[src/rtl/div_sched_pkg.sv]
// -----------------------------------------------------------------------------
// div_pkg
//   Shared definitions for the divider scheduler (div_sched) and its
//   round-robin picker (rr_arb).
//   - state_e     : scheduler FSM states.
//   - DZ_QUOTIENT : quotient returned on divide-by-zero (all-ones, sliced to
//                   the operand width by the user; operand width must be <= 64).
//   - id_width()  : width of a requester index ($clog2 with a minimum of 1).
// -----------------------------------------------------------------------------
package div_pkg;

  typedef enum logic [1:0] {
    IDLE  = 2'd0,
    START = 2'd1,
    BUSY  = 2'd2,
    RESP  = 2'd3
  } state_e;

  localparam logic [63:0] DZ_QUOTIENT = '1;

  function automatic int id_width(input int n);
    return (n > 2) ? $clog2(n) : 1;
  endfunction

endpackage : div_pkg

[src/rtl/div_sched_rr_arb.sv]
// -----------------------------------------------------------------------------
// rr_arb
//   Combinational round-robin picker. Searches req_i starting at ptr_i and
//   wrapping, and returns the first requester found.
//   Parameters : N  - number of requesters
//                IW - index width (>= clog2(N), at least 1)
//   Ports      : req_i [N]  request vector
//                ptr_i [IW] highest-priority index (must be < N)
//                gnt_o [N]  one-hot grant (all zero when nothing requests)
//                idx_o [IW] encoded grant index
//                any_o      at least one request present
// -----------------------------------------------------------------------------
module rr_arb #(
  parameter int N  = 4,
  parameter int IW = 2
) (
  input  logic [N-1:0]  req_i,
  input  logic [IW-1:0] ptr_i,
  output logic [N-1:0]  gnt_o,
  output logic [IW-1:0] idx_o,
  output logic          any_o
);

  int          pos;
  logic [IW-1:0] cand;

  // NOTE: every signal written in a combinational block gets a default at the
  // top so no path leaves it unassigned and no latch is inferred.
  always_comb begin
    gnt_o = '0;
    idx_o = '0;
    any_o = 1'b0;
    pos   = 0;
    cand  = '0;
    for (int i = 0; i < N; i++) begin
      pos = int'(ptr_i) + i;
      if (pos >= N) pos = pos - N;
      cand = IW'(pos);
      // First hit wins; later candidates are masked by any_o.
      if (!any_o && req_i[cand]) begin
        any_o       = 1'b1;
        gnt_o[cand] = 1'b1;
        idx_o       = cand;
      end
    end
  end

endmodule : rr_arb

[src/rtl/div_sched.sv]
// -----------------------------------------------------------------------------
// div_sched
//   Shares one multi-cycle divider among NREQ requesters. A round-robin
//   picker chooses a requester in IDLE, the operands are latched, the divider
//   is started with a one-cycle pulse, and the result is returned on a single
//   response channel tagged with the requester id. Divide-by-zero is answered
//   directly without starting the divider; a divider that never signals rdy
//   is abandoned after TIMEOUT busy cycles with resp_err set.
//
//   Parameters : BITS (operand width), NREQ (2..8), TIMEOUT (busy cycle limit)
//   Ports      : clk, rst_n (async, active-low)
//                req_valid/req_ready [NREQ], req_n/req_d [NREQ*BITS] (slice k)
//                resp_valid/resp_ready, resp_id, resp_q, resp_r, resp_dz,
//                resp_err
//                div_start, div_n, div_d (to divider)
//                div_q, div_r, div_rdy (from divider)
//
//   Build option: define SIGNED_DIV_EN for two's-complement operands
//   (truncating division, divider sees magnitudes). Unsigned when undefined.
// -----------------------------------------------------------------------------
module div_sched
  import div_pkg::*;
#(
  parameter  int BITS    = 32,
  parameter  int NREQ    = 4,
  parameter  int TIMEOUT = 2*BITS+4,
  localparam int IW      = id_width(NREQ)
) (
  input  logic                 clk,
  input  logic                 rst_n,
  input  logic [NREQ-1:0]      req_valid,
  output logic [NREQ-1:0]      req_ready,
  input  logic [NREQ*BITS-1:0] req_n,
  input  logic [NREQ*BITS-1:0] req_d,
  output logic                 resp_valid,
  input  logic                 resp_ready,
  output logic [IW-1:0]        resp_id,
  output logic [BITS-1:0]      resp_q,
  output logic [BITS-1:0]      resp_r,
  output logic                 resp_dz,
  output logic                 resp_err,
  output logic                 div_start,
  output logic [BITS-1:0]      div_n,
  output logic [BITS-1:0]      div_d,
  input  logic [BITS-1:0]      div_q,
  input  logic [BITS-1:0]      div_r,
  input  logic                 div_rdy
);

  localparam int            CW       = $clog2(TIMEOUT+1);
  localparam logic [CW-1:0] CNT_LAST = CW'(TIMEOUT-1);
  localparam logic [IW-1:0] ID_LAST  = IW'(NREQ-1);

  state_e          state_q;
  logic [IW-1:0]   ptr_q;
  logic [IW-1:0]   id_q;
  logic [CW-1:0]   cnt_q;
  logic [BITS-1:0] n_q, d_q;
  logic [BITS-1:0] q_res_q, r_res_q;
  logic            valid_q, dz_q, err_q, start_q;

  logic [NREQ-1:0] gnt;
  logic [IW-1:0]   gnt_idx;
  logic            gnt_any;
  logic [BITS-1:0] sel_n, sel_d;
  logic [BITS-1:0] mag_n, mag_d;
  logic [BITS-1:0] fix_q, fix_r;

  rr_arb #(
    .N  (NREQ),
    .IW (IW)
  ) u_rr_arb (
    .req_i (req_valid),
    .ptr_i (ptr_q),
    .gnt_o (gnt),
    .idx_o (gnt_idx),
    .any_o (gnt_any)
  );

  // Accept is combinational; rst_n gates it so req_ready reads zero while the
  // block is held in reset even if requesters keep req_valid high.
  assign req_ready = (rst_n && state_q == IDLE) ? gnt : '0;

  // Operand mux for the granted requester.
  always_comb begin
    sel_n = '0;
    sel_d = '0;
    for (int k = 0; k < NREQ; k++) begin
      if (gnt_idx == IW'(k)) begin
        sel_n = req_n[k*BITS +: BITS];
        sel_d = req_d[k*BITS +: BITS];
      end
    end
  end

`ifdef SIGNED_DIV_EN
  logic neg_q_q, neg_r_q;

  // The divider is unsigned: feed it magnitudes and restore signs afterwards.
  // The magnitude of MIN is MIN itself read as unsigned, which is exact.
  always_comb begin
    mag_n = sel_n[BITS-1] ? -sel_n : sel_n;
    mag_d = sel_d[BITS-1] ? -sel_d : sel_d;
    fix_q = neg_q_q ? -div_q : div_q;
    fix_r = neg_r_q ? -div_r : div_r;
  end
`else
  assign mag_n = sel_n;
  assign mag_d = sel_d;
  assign fix_q = div_q;
  assign fix_r = div_r;
`endif

  // NOTE: state is updated with non-blocking assignments so every register
  // samples the pre-edge value of the others, independent of statement order.
  always_ff @(posedge clk or negedge rst_n) begin
    if (!rst_n) begin
      state_q <= IDLE;
      ptr_q   <= '0;
      id_q    <= '0;
      cnt_q   <= '0;
      n_q     <= '0;
      d_q     <= '0;
      q_res_q <= '0;
      r_res_q <= '0;
      valid_q <= 1'b0;
      dz_q    <= 1'b0;
      err_q   <= 1'b0;
      start_q <= 1'b0;
`ifdef SIGNED_DIV_EN
      neg_q_q <= 1'b0;
      neg_r_q <= 1'b0;
`endif
    end else begin
      case (state_q)
        IDLE: begin
          if (gnt_any) begin
            id_q <= gnt_idx;
            if (sel_d == '0) begin
              // Answered locally; the raw dividend is returned as remainder.
              q_res_q <= DZ_QUOTIENT[BITS-1:0];
              r_res_q <= sel_n;
              dz_q    <= 1'b1;
              valid_q <= 1'b1;
              state_q <= RESP;
            end else begin
              n_q     <= mag_n;
              d_q     <= mag_d;
              start_q <= 1'b1;
              state_q <= START;
`ifdef SIGNED_DIV_EN
              neg_q_q <= sel_n[BITS-1] ^ sel_d[BITS-1];
              neg_r_q <= sel_n[BITS-1];
`endif
            end
          end
        end

        START: begin
          start_q <= 1'b0;
          cnt_q   <= '0;
          state_q <= BUSY;
        end

        BUSY: begin
          // In the first busy cycle (cnt_q == 0) div_rdy still reflects the
          // previous operation and must not be trusted.
          if (cnt_q != '0 && div_rdy) begin
            q_res_q <= fix_q;
            r_res_q <= fix_r;
            valid_q <= 1'b1;
            state_q <= RESP;
          end else if (cnt_q == CNT_LAST) begin
            q_res_q <= '0;
            r_res_q <= '0;
            err_q   <= 1'b1;
            valid_q <= 1'b1;
            state_q <= RESP;
          end else begin
            cnt_q <= cnt_q + CW'(1);
          end
        end

        RESP: begin
          if (resp_ready) begin
            valid_q <= 1'b0;
            dz_q    <= 1'b0;
            err_q   <= 1'b0;
            ptr_q   <= (id_q == ID_LAST) ? '0 : id_q + IW'(1);
            state_q <= IDLE;
          end
        end

        default: state_q <= IDLE;
      endcase
    end
  end

  assign resp_valid = valid_q;
  assign resp_id    = id_q;
  assign resp_q     = q_res_q;
  assign resp_r     = r_res_q;
  assign resp_dz    = dz_q;
  assign resp_err   = err_q;
  assign div_start  = start_q;
  assign div_n      = n_q;
  assign div_d      = d_q;

endmodule : div_sched

[config.mk]
export PLATFORM = sky130hd
export DESIGN_NAME = div_sched
export DESIGN_NICKNAME = d
export VERILOG_FILES = /design/src/rtl/div_sched_pkg.sv /design/src/rtl/div_sched_rr_arb.sv /design/src/rtl/div_sched.sv
export SDC_FILE = /design/constraint.sdc
export NUM_CORES = 1
export LEC_CHECK = 0
export ABC_AREA = 1
export CORE_AREA = 2 2 182 184
export DETAILED_ROUTE_END_ITERATION = 10
export DIE_AREA = 0 0 184 186
export SLEW_MARGIN = 15
export SYNTH_ARGS = -nofsm -noshare
export SYNTH_HDL_FRONTEND = slang
export SYNTH_SLANG_ARGS = --single-unit
[constraint.sdc]
create_clock -name clk -period 9.63 [get_ports clk]
set_input_delay 1.926 -clock clk [delete_from_list [all_inputs] [get_ports clk]]
set_output_delay 1.926 -clock clk [all_outputs]
set_load 0.02 [all_outputs]
==> summary.md <==
| Metric | Value |
|---|---|
| Outcome | `finished, final reports clean` |
| I/O Buffers | `465` |
| Cts bufs inserted | `17` |
| Crit path required time | `9950 ps` |
| Initial Util | `0.287` |
| Die Span Y | `186 um` |
| Worst Max-Slew Pin Slew | `1070 ps` |
| Max cap viols | `0` |
| Max Clk Rate | `0.141 GHz` |
| Clock Path Buffers | `2` |
| Slowest-stage cell, CP | `nand2_2` |
| Router iterations before antenna repair | `5` |
| Syn Inst Count | `1,288` |
| Max IR drop VDD | `267 uV` |
| RSZ-0062 raised after global routing | `no` |
| Clock latency on the worst-skew pair | `440 ps` |
| Global Route Usage Sum | `0.241` |
| Most frequent cells after synthesis | `469 x nand2_1, 154 x nand3_1, 145 x dfrtp_1` |
| Asr flop ratio synth | `1.00` |
| Net count after synthesis | `1,630` |
| First-pass GRT wire length | `61.5 mm` |
| Clock Skew | `21.9 ps` |
| CP cell instances | `clkdlybuf4s50_1 > nand2_1 > nand2_1 > nand2_2 > nand2_8 > nor2_8 > nand3b_1 > nand3_2 > nand2_2 > nor2_1 > nor2_1 > nand2_1 > nor2_1 > nand2_1 > nor2_2 > nand2_2 > nand2_4 > nand3_4 > nand2_1 > nand2_1` |
| DRT antenna net count | `0` |
| I/O pin cnt | `466` |
| Post-synth top flop | `dfrtp_1` |
| Layout Nets | `2,035` |
| CP endpoint kind | `register` |
| Die X | `184 um` |
| Post-route insts no fill | `2,116` |
| CP Max Fanout | `68` |
| CP most frequent cell | `nand2_1` |
| Number of global-route vias before repair | `10.0k` |
| R2R Setup Slk | `3330 ps` |
| Core area | `32,200 um^2` |
| Die area | `34,200 um^2` |
| Critical Path Start Type | `input port` |
| CTS tree | `built` |
| Slew headroom | `0.286` |
| Final Cycle Share | `0.734` |
| Sinks on Clock Net | `145` |
| Clk root buf | `clkbuf_16` |
| Synth area leader | `dfrtp_1` |
| YS warnings | `0` |
| Synth top area cells | `dfrtp_1 39%, nand2_1 19%, nand3_1 8.3%, nand4_1 5.5%, nor2_1 3.5%` |
| Synth top area share | `0.393` |
| Yosys cell types | `41` |
| Final Setup Violations | `0` |
| Final worst path period need | `7070 ps` |
| Arr. time, crit path | `7400 ps` |
| Clock transition at the registers of the reported paths | `70 ps` |
| #FFs+latches synth | `145` |
| Setup tns final | `0 ps` |
| Peak per-stage delay on the critical path | `880 ps` |
| Initial antenna violation count | `2` |
| Final GP Congestion | `0.926` |
| Worst Hold Class | `reg -> reg` |
| Cell with the most instances after synthesis | `nand2_1` |
| Area delta synth->final | `57.3%` |
| Detailed Route WL | `42.4 mm` |
| Vias per inst | `5.00` |
| Hold-fix buffers, CTS | `0` |
| Share of cells above drive strength 1 | `0.0586` |
| DR DRC count | `0` |
| Routed len/inst | `20.0 um` |
| Syn avg cell area | `7.18 um^2` |
| Sequential-to-total area share from yosys stat | `0.393` |
| GRT overflow | `0` |
| PostCTS Resize Cnt | `0` |
| Fin. max-slew vios | `0` |
| Hpwl dp | `32.0 mm` |
| Via count | `10.6k` |
| Total power divided by cell area | `440 nW/um^2` |
| Largest net degree at the start of global routing | `95` |
| WS Path Type | `in -> reg` |
| Synth Cell Area | `9240 um^2` |
| Postcts setup bufs | `0` |
| Row cnt | `66` |
| Initial DRC count | `774` |
| EDFF count, synth | `0` |
| Hold Fails Final Rpt | `0` |
| Cell count after placement | `2,082` |
| Leak Pwr | `6.52 nW` |
| H-Tree Level Count | `4` |
-- metal layers --
metal / share of wire / GRT usage / wire length, um
met1: 0.40 / 0.291 / 17200
met4: 0.027 / 0.0800 / 1160
met3: 0.060 / 0.0470 / 2540
met5: 0 / 0 / 0
met2: 0.51 / 0.429 / 21500
-- cells in the final DEF (no fill, tap or decap), types with 11 or more instances in the layout --
master,instances
ha_1,13
a221oi_1,16
o21ai_1,45
inv_1,67
clkdlybuf4s50_1,464
o21ai_0,35
nor2_1,83
nand2_2,18
nand3_1,154
dfrtp_1,145
nand2_1,468
buf_4,12
nand4_1,81
o21ai_2,11
clkbuf_16,17
-- stage by stage --
step | util | hold slack (ps) | total power, mW | setup slack (ps) | area (um^2)
after floorplan | - | 489 | 4.14 | 4810 | 9240
after global placement | 0.433 | 454 | 5.73 | 2230 | 13900
after detailed placement | 0.433 | 457 | 5.76 | 2130 | 13900
after CTS | 0.451 | 474 | 6.46 | 2600 | 14500
after global routing | 0.452 | 491 | 6.92 | 2130 | 14500
final | 0.452 | 472 | 6.40 | 2560 | 14500
-- worst max-delay path, delay by kind of cell --
family | cells | cell delay (ps)
and+or+nand+nor | 19 | 4890
buffers and inverters | 1 | 490
-- power by group --
group	switching [mW]	internal, mW
logic	3.07	1.53
clock network	0.329	0.352
registers	0.184	0.923
-- sequential cells by signal, summed over array words and instances, names as in the netlist, 2 cells and up --
name	flops
cnt_q	7
div_d	32
div_n	32
ptr_q	2
resp_id	2
resp_q	32
resp_r	32
state_q	2
-- final timing paths --
kind / startpoint / endpoint / cells past startpoint
hold / removal: resp_q[30] / resp_q[30] / 2
max in group asynchronous: rst_n / ptr_q[1] / 2
setup / recovery: req_valid[3] / resp_q[12] / 20
setup reg to reg: ptr_q[0] / resp_q[12] / 20
hold reg to reg: resp_q[30] / resp_q[30] / 2
min in group asynchronous: rst_n / div_d[29] / 1
-- layout make-up --
cell class | instances | area [um^2]
Clock inverter | 15 | 179
Inverter | 73 | 277
Antenna cell | 2 | 5.00
Sequential cell | 145 | 3630
Fill cell | 3267 | 17700
Timing Repair Buffer | 477 | 4750
Multi-Input combinational cell | 979 | 4770
Tap cell | 408 | 510
Clock buffer | 17 | 425
-- cell families (layout without fill, tap and decap cells) --
logic type	after synthesis	after routing	synth area share
adders and majority gates	14	14	0.0189
buffers and inverters	164	582	0.0937
AOI/OAI and AO/OA	136	136	0.0938
DFF	145	145	0.393
xor gates and xnor gates	1	1	0.000948
other	0	2	0
and+or+nand+nor	828	828	0.400
Power figures use the tool's default switching activity.
